<file path="config.mk">
export PLATFORM = sky130hd
export DESIGN_NAME = adc_fft_sequencer
export DESIGN_NICKNAME = d
export VERILOG_FILES = /design/src/rtl/adc_fft_sequencer.sv
export SDC_FILE = /design/constraint.sdc
export NUM_CORES = 1
export LEC_CHECK = 0
export CAP_MARGIN = 20
export CORE_MARGIN = 1.5
export CORE_UTILIZATION = 67
export DETAILED_ROUTE_END_ITERATION = 7
export DONT_BUFFER_PORTS = 1
export PLACE_DENSITY = 0.83
export SYNTH_ARGS = -nofsm -noshare
export SYNTH_HDL_FRONTEND = slang
export SYNTH_SLANG_ARGS = --single-unit
</file>
<file path="constraint.sdc">
create_clock -name sys_clk_i -period 7.6 [get_ports sys_clk_i]
set_clock_uncertainty 0.05 [all_clocks]
set_input_delay 1.52 -clock sys_clk_i [delete_from_list [all_inputs] [get_ports sys_clk_i]]
set_output_delay 1.52 -clock sys_clk_i [all_outputs]
set_load 0.005 [all_outputs]
</file>
<file path="src/rtl/adc_fft_sequencer.sv">
// Frame sequencer for the ADC -> FFT path: derives an exact 1.024 MHz sample
// strobe from the 50 MHz clock with a fractional phase accumulator. It writes
// FRAME_LEN samples into the frame buffer and launches the FFT. It then waits
// for the FFT to finish before the buffer is reused.
// Optional feature: define SEQ_CONTINUOUS_EN for back-to-back frames without a new start.
module adc_fft_sequencer #(
    parameter int unsigned FRAME_LEN = 1024,
    parameter int unsigned ADDR_W    = 10,
    parameter int unsigned DATA_W    = 12,
    parameter int unsigned ACC_INC   = 128,
    parameter int unsigned ACC_MOD   = 6250
) (
    input  logic              sys_clk_i,
    input  logic              sys_rst_ni,
    input  logic              start_i,
    input  logic              stop_i,
    input  logic [DATA_W-1:0] adc_data_i,
    input  logic              fft_done_i,
    output logic              sample_tick_o,
    output logic              buf_we_o,
    output logic [ADDR_W-1:0] buf_addr_o,
    output logic [DATA_W-1:0] buf_wdata_o,
    output logic              fft_start_o,
    output logic              fft_flag_o,
    output logic              busy_o,
    output logic [15:0]       frame_cnt_o
);

    localparam int unsigned AccW = $clog2(ACC_MOD + ACC_INC);

    typedef enum logic [1:0] {StIdle, StCapture, StLaunch, StWaitFft} state_e;

    state_e              state_q, state_d;
    logic [AccW-1:0]     acc_q, acc_d;
    logic [AccW-1:0]     acc_sum;
    logic [ADDR_W-1:0]   wr_addr_q, wr_addr_d;
    logic [15:0]         frame_cnt_q, frame_cnt_d;
    logic                tick;

    logic                sample_tick_q, buf_we_q, fft_start_q, fft_flag_q, busy_q;
    logic [ADDR_W-1:0]   buf_addr_q;
    logic [DATA_W-1:0]   buf_wdata_q;

`ifdef SEQ_CONTINUOUS_EN
    // Stop seen while the FFT owns the buffer; honoured at fft_done.
    logic                stop_pend_q, stop_pend_d;
`endif

    assign acc_sum = acc_q + AccW'(ACC_INC);

    // Next-state logic: capture timing, address generation and frame handshake.
    always_comb begin
        state_d     = state_q;
        acc_d       = acc_q;
        wr_addr_d   = wr_addr_q;
        frame_cnt_d = frame_cnt_q;
        tick        = 1'b0;
`ifdef SEQ_CONTINUOUS_EN
        stop_pend_d = 1'b0;
`endif
        case (state_q)
            StIdle: begin
                if (start_i && !stop_i) begin
                    state_d   = StCapture;
                    acc_d     = '0;
                    wr_addr_d = '0;
                end
            end
            StCapture: begin
                if (stop_i) begin
                    // Abort discards the partial frame and suppresses a coincident tick.
                    state_d = StIdle;
                end else if (acc_sum >= AccW'(ACC_MOD)) begin
                    acc_d     = acc_sum - AccW'(ACC_MOD);
                    tick      = 1'b1;
                    wr_addr_d = wr_addr_q + ADDR_W'(1);
                    if (wr_addr_q == ADDR_W'(FRAME_LEN - 1)) begin
                        state_d = StLaunch;
                    end
                end else begin
                    acc_d = acc_sum;
                end
            end
            StLaunch: begin
                state_d = StWaitFft;
            end
            StWaitFft: begin
`ifdef SEQ_CONTINUOUS_EN
                stop_pend_d = stop_pend_q | stop_i;
`endif
                if (fft_done_i) begin
                    frame_cnt_d = frame_cnt_q + 16'd1;
`ifdef SEQ_CONTINUOUS_EN
                    if (stop_pend_d) begin
                        state_d = StIdle;
                    end else begin
                        state_d   = StCapture;
                        acc_d     = '0;
                        wr_addr_d = '0;
                    end
`else
                    state_d = StIdle;
`endif
                end
            end
            default: state_d = StIdle;
        endcase
    end

    // State and registered outputs; everything clears asynchronously on reset.
    always_ff @(posedge sys_clk_i or negedge sys_rst_ni) begin
        if (!sys_rst_ni) begin
            state_q       <= StIdle;
            acc_q         <= '0;
            wr_addr_q     <= '0;
            frame_cnt_q   <= '0;
            sample_tick_q <= 1'b0;
            buf_we_q      <= 1'b0;
            buf_addr_q    <= '0;
            buf_wdata_q   <= '0;
            fft_start_q   <= 1'b0;
            fft_flag_q    <= 1'b0;
            busy_q        <= 1'b0;
`ifdef SEQ_CONTINUOUS_EN
            stop_pend_q   <= 1'b0;
`endif
        end else begin
            state_q       <= state_d;
            acc_q         <= acc_d;
            wr_addr_q     <= wr_addr_d;
            frame_cnt_q   <= frame_cnt_d;
            sample_tick_q <= tick;
            buf_we_q      <= tick;
            if (tick) begin
                buf_addr_q  <= wr_addr_q;
                buf_wdata_q <= adc_data_i;
            end
            fft_start_q   <= (state_q == StLaunch);
            fft_flag_q    <= (state_d == StWaitFft);
            busy_q        <= (state_d != StIdle);
`ifdef SEQ_CONTINUOUS_EN
            stop_pend_q   <= stop_pend_d;
`endif
        end
    end

    assign sample_tick_o = sample_tick_q;
    assign buf_we_o      = buf_we_q;
    assign buf_addr_o    = buf_addr_q;
    assign buf_wdata_o   = buf_wdata_q;
    assign fft_start_o   = fft_start_q;
    assign fft_flag_o    = fft_flag_q;
    assign busy_o        = busy_q;
    assign frame_cnt_o   = frame_cnt_q;

endmodule
</file>
## Word-level counts from Yosys, hierarchy flattened

Index checks and enable logic that the tools add are counted.

| word-level totals | value |
|---|---|
| register bits | 67 |
| bits of input ports | 17 |

| operators by class | value |
|---|---|
| add/sub/neg operators | 4 |
| order comparisons | 1 |
| equal/unequal tests | 8 |
| multiplexer cells | 17 |
| reduce and logical (&&, ||, !) cells | 8 |

Operators with widths:

| operator | count |
|---|---|
| 13-bit two-way mux | 3 |
| 10-bit two-way mux | 3 |
| 13-bit case mux with 2 select lines | 1 |
| 10-bit case mux with 2 select lines | 1 |
| 16-bit by 1-bit adder with 16-bit output, second input constant | 1 |
| 13-bit by 8-bit adder with 13-bit output, second input constant | 1 |
| 13-bit >= comparator, second input constant | 1 |
| 13-bit subtractor, second input constant | 1 |
| 10-bit by 1-bit adder with 10-bit output, second input constant | 1 |
| 10-bit equality test, second input constant | 1 |
| 2-bit two-way mux | 5 |
| 2-bit case mux with 4 select lines | 1 |
| 2-bit equality test, second input constant | 3 |
| 2-bit inequality test, second input constant | 3 |
| 4-bit AND reduction | 1 |
| 2-bit nonzero test | 2 |
| 1-bit two-way mux | 3 |
| 3-bit AND reduction | 1 |
| 2-bit by 1-bit equality test with 1-bit output, second input constant | 1 |
| 2-bit zero test | 1 |
| 2-bit AND reduction | 1 |
| 1-bit logical AND | 1 |
| 1-bit zero test | 1 |

## Depth between registers and ports, before layout

Gate-level depths: netlist of run 1.

| depth | value |
|---|---|
| depth after elaboration | 6 |
| gate-level depth with buffers | 13 |
| gate-level depth less buffers | 10 |

## Least setup slack after synthesis of run 1

OpenSTA, ideal clock, no wires.

| timing | value |
|---|---|
| kind | register to register |
| start | register acc_q[7] |
| end | register buf_wdata_q[7] (netlist: buf_wdata_o[7]) |
| setup time | 0.125 ns |
| arrival time | 2.715 ns |
| data required time | 7.425 ns |
| setup slack | 4.710 ns |
| cell stages (with the launch flop) | 12 |
| path buffers | 3 |
| clock period less this slack | 2.890 ns |
| cells stage by stage | dfrtp_1 -> ha_1 -> nand3_2 -> xnor2_1 -> or4_1 -> o31a_1 -> and2_1 -> buf_6 -> nor2_1 -> buf_4 -> buf_4 -> mux2_2 |

| on the way | value |
|---|---|
| cells in the longest elaborated chain, start to end | 5 |

Ends and longest elaborated chain:

| what | RTL line | RTL |
|---|---|---|
| start, declared | 34 | `logic [AccW-1:0] acc_q, acc_d;` |
| start signal, assigned | 114 | `acc_q <= '0;` |
| start signal, assigned | 129 | `acc_q <= acc_d;` |
| 13-bit by 8-bit adder with 13-bit output | 49 | `assign acc_sum = acc_q + AccW'(ACC_INC);` |
| 13-bit >= comparator | 73 | `end else if (acc_sum >= AccW'(ACC_MOD)) begin` |
| 1-bit two-way mux | 73 |  |
| 1-bit two-way mux | 70 | `if (stop_i) begin` |
| 1-bit two-way mux | 61 | `case (state_q)` |
| via tick | 38 | `logic tick;` |
| end signal, assigned | 136 | `buf_wdata_q <= adc_data_i;` |
| end, declared | 42 | `logic [DATA_W-1:0] buf_wdata_q;` |

The timed path passes the listed nets, and every way through them passes these cells.
A chain may end at the register's enable or synchronous reset.

## Worst setup path in the final report of run 1

| timing | value |
|---|---|
| start | register acc_q[7] |
| end | register buf_addr_q[4] (netlist: buf_addr_o[4]) |

| on the way | value |
|---|---|
| cells in the longest elaborated chain, start to end | 5 |

Ends and longest elaborated chain:

| what | RTL line | RTL |
|---|---|---|
| 13-bit by 8-bit adder with 13-bit output | 49 |  |
| 13-bit >= comparator | 73 |  |
| 1-bit two-way mux | 73 |  |
| 1-bit two-way mux | 70 |  |
| 1-bit two-way mux | 61 |  |
| end signal, assigned | 135 | `buf_addr_q <= wr_addr_q;` |
| end, declared | 41 | `logic [ADDR_W-1:0] buf_addr_q;` |

Every way passes these cells.

==> results of run 1 <==
area by class of cell:
type / count / area (µm²) / share of cell area
clock buffer: 10 / 138 / 0.0415
inverter: 8 / 30.0 / 0.00906
tap: 52 / 65.1 / 0.0196
multi-input combinational: 189 / 1330 / 0.400
clock inverter: 6 / 88.8 / 0.0268
timing repair buffer: 2 / 15.0 / 0.00453
sequential: 66 / 1650 / 0.498
metal layers:
layer	GRT usage	up-vias	wire length, µm
met5	0	-	0
met2	0.373	53	2630
met3	0.0670	8	320
met4	0.107	0	92
met1	0.307	1008	2440
li1	-	963	-
through the flow:
stage               std cells  power [mW]  area (µm²)
finish                    333       0.726        3310
global route              333       0.754        3310
CTS                       333       0.731        3310
detailed placement        317       0.404        3090
global placement          317       0.403        3090
floorplan                 276       0.397        3090
cell usage in the layout (no fill, tap or decap), drive strengths merged, types with 9 or more instances in the layout:
cell    count
nor2       24
xor2       17
o21ai      12
dfrtp      66
xnor2      12
clkbuf     10
nand3      15
nand2      18
mux2       23
inv         9
worst paths after layout:
check | start | endpoint | slack [ns] | cells after the start
worst max-delay path | acc_q[7] | buf_addr_o[4] | 4.35 | 9
worst min-delay path | frame_cnt_o[15] | frame_cnt_o[15] | 0.45 | 1
worst max register to register | acc_q[7] | buf_addr_o[4] | 4.35 | 9
worst min register to register | frame_cnt_o[15] | frame_cnt_o[15] | 0.45 | 1
max in group asynchronous | sys_rst_ni | acc_q[8] | 6.58 | 0
min in group asynchronous | sys_rst_ni | acc_q[12] | 0.82 | 0
worst max-delay path, cell delays in order, from the launching register on:
cell and delay, ns:
dfrtp_1 0.48, ha_1 0.30, nand3_2 0.11, xnor2_1 0.18
or4_1 0.50, o31a_1 0.32, and2_1 0.32, nor2_2 0.14
buf_4 0.33, mux2_2 0.38
power by group:
part	internal [mW]	switching, mW	total (mW)
registers	0.356	0.00995	0.366
clock network	0.194	0.134	0.328
logic	0.0137	0.0183	0.0319
state kept, by name, indices dropped and copies added (netlist names):
| signal | flops |
|---|---|
| acc_q | 12 |
| fft_start_o | 1 |
| state_q | 2 |
| frame_cnt_o | 16 |
| buf_addr_o | 10 |
| fft_flag_o | 1 |
| buf_we_o | 1 |
| busy_o | 1 |
| wr_addr_q | 10 |
| buf_wdata_o | 12 |
logic make-up (layout without fill, tap and decap cells):
logic type	after synthesis	after routing	synth area share
DFF	66	66	0.535
xor gates and xnor gates	29	29	0.0822
and+or+nand+nor	94	94	0.155
muxes	24	24	0.0871
adders and majority gates	5	5	0.0203
AOI/OAI and AO/OA	37	37	0.0838
buffers and inverters	21	26	0.0369
==> run_results.csv, run 1 <==
group,metric,value,unit
global_routing,grt_max_degree,67,
final_layout,fin_util,0.756,
timing,fin_crit_sh,0.428,
floorplanning,start_util,0.705,
yosys,synth_common_cells,"dfrtp_1, nor2_1, mux2_2",
place,port_buffers,0,
yosys,synth_cells,276,
global_routing,grt_overflow,0,
timing,final-setup-viol-count,0,
floorplanning,boundaryPins,60,
yosys,async_flop_share,1.00,
clocking,post-cts-setup-buffers,0,
worst_setup_path,critical_path_class,"flip-flop to flip-flop",
yosys,synth_edf_count,0,
floorplanning,rows,24,
final_layout,fillCellCount,265,
worst_setup_path,end_kind,"flip-flop",
yosys,syn-cell-area,3090,µm²
detailed_routing,antenna_left,0,
place,place_ws,4.40,ns
timing,rsz0062_at_grt,"false",
final_layout,area_delta_synth_final,7.29,%
floorplanning,die-area,5030,µm²
clocking,cts_resized,0,
final_layout,num_antenna_cells,0,
worst_setup_path,cp_max_fo,29,
worst_setup_path,cp-start-kind,"flip-flop",
timing,layout_setup_ws,4.35,ns
detailed_routing,drc,0,
clocking,cts_buffers,9,
clocking,cts.path.max_buffers,2,
clocking,cts.clk_slew.worst_paths,0.07,ns
clocking,clk_latency,0.34,ns
timing,post-route-min-period,3.25,ns
clocking,htree_levels,3,
global_routing,grt_pass1_vias,1999,
detailed_routing,dr.pass1.iters,4,
yosys,synth_ff_type,"dfrtp_1",
timing,worstMarginPinSlew,0.554,ns
global_routing,grt_pass1_wl,9230,µm
floorplanning,fp.dieW,70.9,µm
pwr,p_leak,1.56,nW
floorplanning,core_area,4380,µm²
yosys,syn_avg_cell_area,11.2,µm²
timing,maxSlewViolCount,0,
clocking,cts_tree,"done",
final_layout,num-nets-final,298,
yosys,synth_top_area_cell,"dfrtp_1",
yosys,syn_nets,298,
timing,hold_viol_final,0,
clocking,cts_hold_buffers,0,
detailed_routing,wl,5480,µm
clocking,cts_sinks,66,
yosys,synth_seq_cells,66,
global_routing,antenna_found_initial,0,
timing,relSlewSlack,0.629,
place,place.gp.congestion,0.818,
yosys,synthDominantCellAreaShare,0.535,
worst_setup_path,worstPathArrival,3.43,ns
timing,whs,0.447,ns
timing,finalSetupTns,0,ns
hold_path,hp-class,"flip-flop to flip-flop",
detailed_routing,via_count,2032,
yosys,ys_seq_area_frac,0.535,
run,max_cap_violations,0,
yosys,synthTopCellsByArea,"dfrtp_1, mux2_2, xor2_1",
clocking,cts-root-buf,"clkbuf_8",
place,hpwl,3670,µm
detailed_routing,post_drt_via_cell_ratio,6.10,
detailed_routing,initialDrtViolationCount,117,
yosys,yosys_warnings,0,
timing,fmax,307,MHz
final_layout,layout-drive-gt1-share,0.160,
floorplanning,die_y,70.9,µm
global_routing,grt.total_usage,0.236,
outcome,outcome,"complete, no violations",
yosys,yosysUniqueCellTypes,45,
pwr,ir_drop,0.155,mV
pwr,powerDensity,219,nW/µm²
worst_setup_path,crit_required,7.78,ns
yosys,yosysMostFrequentCell,"dfrtp_1",
detailed_routing,wl_per_cell,16.5,µm
Power figures use the tool's default switching activity.
==> run 2, diff against run 1 <==
--- a/config.mk
+++ b/config.mk
@@ -7,10 +7,10 @@
 export LEC_CHECK = 0
 export CAP_MARGIN = 20
 export CORE_MARGIN = 1.5
-export CORE_UTILIZATION = 67
+export CORE_UTILIZATION = 56
 export DETAILED_ROUTE_END_ITERATION = 7
 export DONT_BUFFER_PORTS = 1
-export PLACE_DENSITY = 0.83
+export PLACE_DENSITY = 0.74
 export SYNTH_ARGS = -nofsm -noshare
 export SYNTH_HDL_FRONTEND = slang
 export SYNTH_SLANG_ARGS = --single-unit
==> constraint.sdc (replaced) <==
create_clock -name sys_clk_i -period 2.6 [get_ports sys_clk_i]
set_clock_uncertainty 0.05 [all_clocks]
set_input_delay 0.52 -clock sys_clk_i [delete_from_list [all_inputs] [get_ports sys_clk_i]]
set_output_delay 0.52 -clock sys_clk_i [all_outputs]
set_load 0.005 [all_outputs]
==> run 2 against run 1 <==
Against the previous run:
- via count rose by 7.3%
- critical path depth did not move
- critical path type unchanged
- die area rose by 19%
- largest power group unchanged
- first-iteration DRC count rose by 5.1%
==> run_results.csv, run 2 (same netlist as run 1, synthesis figures left out) <==
group,metric,value,unit
floorplanning,die-area,5970,µm²
global_routing,grt.total_usage,0.215,
clocking,htree_levels,3,
timing,fmax,387,MHz
detailed_routing,post_drt_via_cell_ratio,5.77,
clocking,clk_latency,0.33,ns
timing,fin_crit_sh,0.995,
clocking,cts.clk_slew.worst_paths,0.07,ns
timing,layout_setup_ws,0.0139,ns
global_routing,antenna_found_initial,0,
clocking,cts_sinks,66,
floorplanning,rows,26,
final_layout,area_delta_synth_final,20.3,%
final_layout,final_cell_mix,"dfrtp_1, buf_4, nor2_1, nand2_1, xor2_1",
clocking,cts_tree,"done",
worst_setup_path,cp-start-kind,"flip-flop",
place,place_area,3300,µm²
place,place_inst,354,
run,max_cap_violations,0,
pwr,ir_drop,0.383,mV
detailed_routing,drc,0,
detailed_routing,wl,6380,µm
timing,finalSetupTns,0,ns
pwr,intPower,1.59,mW
place,place_ws,-0.0409,ns
clocking,cts.path.max_buffers,2,
worst_setup_path,cp_max_fo,15,
pwr,comb_power_share,0.091,
hold_path,hp-class,"primary input to async pin",
worst_setup_path,crit_required,2.76,ns
floorplanning,boundaryPins,60,
outcome,outcome,"complete, no violations",
final_layout,finalNonFillerCells,378,
worst_setup_path,worstPathArrival,2.75,ns
place,port_buffers,0,
timing,post-route-min-period,2.59,ns
final_layout,largest_register_ffs,16,
detailed_routing,dr.pass1.iters,4,
timing,hold_viol_final,0,
final_layout,layout-drive-gt1-share,0.266,
final_layout,stdcell_area,3710,µm²
worst_setup_path,end_kind,"flip-flop",
global_routing,grt_max_degree,67,
timing,relSlewSlack,0.705,
clocking,cts_buffers,9,
detailed_routing,antenna_left,0,
final_layout,mostFrequentLayoutCell,"dfrtp_1",
timing,rsz0062_at_grt,"true",
final_layout,fillCellCount,361,
pwr,clock_power_share,0.402,
clocking,cts-root-buf,"clkbuf_8",
pwr,switching_share,0.237,
timing,maxSlewViolCount,0,
timing,whs,0.0113,ns
floorplanning,die_y,77.3,µm
final_layout,num-nets-final,326,
worst_setup_path,critical_path_class,"flip-flop to flip-flop",
detailed_routing,wl_per_cell,16.9,µm
timing,worstMarginPinSlew,0.442,ns
floorplanning,start_util,0.594,
global_routing,grt_pass1_wl,9970,µm
global_routing,grt_overflow,0,
pwr,p_leak,1.72,nW
global_routing,grt_pass1_vias,2107,
place,place.gp.congestion,0.823,
floorplanning,fp.dieW,77.3,µm
timing,final-setup-viol-count,0,
final_layout,num_antenna_cells,0,
pwr,pwr-share-seq,0.507,
detailed_routing,via_count,2181,
pwr,powerDensity,561,nW/µm²
detailed_routing,initialDrtViolationCount,123,
floorplanning,core_area,5200,µm²
pwr,p_sw,0.495,mW
place,hpwl,4010,µm
-- run 2: changes by cell type in the layout (fill, tap and decap cells not counted), moves of 2 or more --
cell	previous run	this run
buf_4	2	25
mux2_2	23	13
mux2_4	0	10
clkbuf_1	0	3
buf_6	0	2
dfrtp_1	66	64
dfrtp_2	0	2
ha_1	5	3
-- run 2: routing by layer --
layer	GRT usage	wire length [µm]	vias to the layer above
met2	0.342	3110	62
li1	-	-	1022
met3	0.0667	341	7
met1	0.286	2880	1090
met5	0	0	-
met4	0.0600	48	0
-- run 2: through the flow --
stage | util | total power [mW]
floorplan | - | 1.17
global placement | 0.633 | 1.22
detailed placement | 0.633 | 1.22
CTS | 0.675 | 2.08
global route | 0.714 | 2.16
finish | 0.714 | 2.09
-- run 2: power groups by stage --
stage          Sequential [mW]  Combinational, mW  Clock [mW]
6_report                  1.06              0.189       0.838
5_1_grt                   1.06              0.209       0.895
4_1_cts                   1.06              0.170       0.847
3_5_place_dp              1.08              0.144           0
3_3_place_gp              1.08              0.142           0
2_1_floorplan             1.08             0.0857           0
-- run 2: worst max-delay path, stage by stage, from the launching register on --
cell and delay, ns:
dfrtp_2 0.40, ha_4 0.17, nand3_4 0.10, xnor2_4 0.16, or4_1 0.40, o31a_1 0.33, and2_4 0.18, nor2_4 0.15
buf_12 0.19, mux2_2 0.34
-- run 2: worst paths after layout --
check	slack, ns	cells past startpoint	start	to
min reg2reg	0.45	1	frame_cnt_o[15]	frame_cnt_o[15]
max in group asynchronous	2.21	1	sys_rst_ni	acc_q[7]
max reg2reg	0.01	9	acc_q[7]	buf_wdata_o[11]
min in group sys_clk_i	0.29	1	adc_data_i[6]	buf_wdata_o[6]
min	0.01	1	sys_rst_ni	acc_q[11]
max	0.01	9	acc_q[7]	buf_wdata_o[11]
-- run 2: what timing repair did --
action,4_1_cts,5_1_grt
pin swaps,0,8
resized for setup,3,28
endpoints found under the setup margin,28,36
endpoints found under the hold margin,66,0
hold buffers,1,0
buffers inserted,0,7
cloned,0,1
-- run 2: cell type report --
cell class                      count  area, µm²  share of cell area
Sequential cell                    66       1650               0.445
Multi-Input combinational cell    189       1470               0.397
Tap cell                           70       87.6              0.0236
Clock buffer                       13        149              0.0401
Clock inverter                      2       37.5              0.0101
Inverter                            8       30.0             0.00808
Timing Repair Buffer               30        283              0.0761
==> run 3, diff against run 2 <==
--- a/config.mk
+++ b/config.mk
@@ -11,6 +11,8 @@
 export DETAILED_ROUTE_END_ITERATION = 7
 export DONT_BUFFER_PORTS = 1
 export PLACE_DENSITY = 0.74
+export RECOVER_POWER = 25
 export SYNTH_ARGS = -nofsm -noshare
 export SYNTH_HDL_FRONTEND = slang
 export SYNTH_SLANG_ARGS = --single-unit
+export TNS_END_PERCENT = 30
==> run 3 against run 2 <==
Against the previous run:
- the run now ends with capacitance limit, slew limit left
- routed wire length is 1.3% lower
- combinational power is 3% lower
- critical path depth unchanged
- first-iteration DRC count down 22%
- sequential cell count unchanged
- via count decreased by 1.1%
- critical path type unchanged
==> run_results.csv, run 3 (same netlist as run 1, synthesis figures left out) <==
group,metric,value,unit
detailed_routing,dr.pass1.iters,4,
final_layout,num-nets-final,324,
detailed_routing,wl_per_cell,16.7,µm
global_routing,grt.total_usage,0.215,
detailed_routing,via_count,2157,
final_layout,finalNonFillerCells,376,
pwr,p_leak,1.70,nW
timing,fmax,386,MHz
final_layout,final_cell_mix,"dfrtp_1, nor2_1, buf_4, nand2_1, xor2_1",
pwr,powerDensity,568,nW/µm²
final_layout,mostFrequentLayoutCell,"dfrtp_1",
outcome,outcome,"complete, but fails checks",
place,place_inst,354,
global_routing,antenna_found_initial,0,
floorplanning,die_y,77.3,µm
place,place_area,3300,µm²
detailed_routing,wl,6300,µm
hold_path,hp-class,"primary input to flip-flop",
timing,final-setup-viol-count,0,
detailed_routing,antenna_left,0,
final_layout,largest_register_ffs,16,
clocking,cts_sinks,66,
worst_setup_path,cp_max_fo,14,
timing,post-route-min-period,2.59,ns
detailed_routing,post_drt_via_cell_ratio,5.74,
worst_setup_path,critical_path_class,"flip-flop to flip-flop",
timing,whs,0.289,ns
place,place.gp.congestion,0.823,
clocking,cts-root-buf,"clkbuf_8",
floorplanning,fp.dieW,77.3,µm
hold_path,hold_depth,1,
place,port_buffers,0,
global_routing,grt_overflow,0,
worst_setup_path,end_kind,"flip-flop",
clocking,cts_tree,"done",
timing,fin_crit_sh,0.997,
final_layout,num_antenna_cells,0,
clocking,cts.path.max_buffers,2,
place,hpwl,4010,µm
worst_setup_path,crit_required,2.76,ns
floorplanning,boundaryPins,60,
floorplanning,core_area,5200,µm²
worst_setup_path,reg2regPathDepth,9,
worst_setup_path,r2r_slack,0.008,ns
global_routing,grt_pass1_vias,2107,
final_layout,stdcell_area,3670,µm²
final_layout,area_delta_synth_final,18.7,%
run,max_cap_violations,1,
floorplanning,die-area,5970,µm²
worst_setup_path,cp-start-kind,"flip-flop",
floorplanning,rows,26,
timing,rsz0062_at_grt,"true",
global_routing,grt_max_degree,67,
timing,finalSetupTns,0,ns
timing,relSlewSlack,-0.0560,
pwr,ir_drop,0.383,mV
clocking,htree_levels,3,
pwr,p_total,2.08,mW
detailed_routing,drc,0,
clocking,cts.clk_slew.worst_paths,0.07,ns
clocking,cts_buffers,9,
worst_setup_path,worstPathArrival,2.76,ns
floorplanning,start_util,0.594,
timing,worstMarginPinSlew,1.58,ns
clocking,clk_latency,0.33,ns
timing,maxSlewViolCount,67,
final_layout,layout-drive-gt1-share,0.261,
outcome,violations,"capacitance limit, slew limit",
timing,hold_viol_final,0,
detailed_routing,initialDrtViolationCount,96,
global_routing,grt_pass1_wl,9970,µm
run 3: stage by stage:
| stage | setup WS [ns] | util |
|---|---|---|
| after floorplan | 0.00267 | - |
| after global placement | -0.0513 | 0.633 |
| after detailed placement | -0.0409 | 0.633 |
| after CTS | 0.00366 | 0.675 |
| after global routing | -0.0537 | 0.704 |
| final | 0.00834 | 0.704 |
run 3: final timing paths:
check | from | end
max | acc_q[7] | buf_wdata_o[7]
min | adc_data_i[9] | buf_wdata_o[9]
max reg2reg | acc_q[7] | buf_wdata_o[7]
min reg2reg | frame_cnt_o[15] | frame_cnt_o[15]
max in group asynchronous | sys_rst_ni | acc_q[8]
min in group asynchronous | sys_rst_ni | acc_q[11]
run 3: final cells by class:
type                       instances  area (µm²)
clock buffer                      13         149
multi-input combinational        189        1460
fill                             368        1540
inverter                           8        30.0
tap                               70        87.6
clock inverter                     2        37.5
timing repair buffer              28         245
sequential                        66        1650
run 3: critical path: stages, from the launching register on:
cell       delay [ns]
dfrtp_2          0.40
ha_4             0.17
nand3_4          0.10
xnor2_4          0.16
or4_1            0.40
o31a_1           0.33
and2_4           0.18
nor2_4           0.15
clkbuf_16        0.20
mux2_2           0.33
run 3: power by group:
part	leakage (nW)	internal (mW)	switching (mW)
sequential	0.915	1.04	0.0150
combinational	0.695	0.0778	0.106
clock	0.0897	0.466	0.373
total	1.70	1.59	0.495
run 3: layer usage:
layer,up-vias,track usage,part of all wire
met5,-,0,0
met1,1071,0.286,0.45
li1,1018,-,-
met2,61,0.342,0.48
met4,0,0.0600,0.0076
met3,7,0.0667,0.057
run 3: timing repair:
item                       4_1_cts  5_1_grt
setup buffers                    0        5
hold buffers                     1        0
setup endpoints to repair       28       36
hold endpoints to repair        66        0
resized for setup                3       25
cloned                           0        1
pin swaps                        0        8
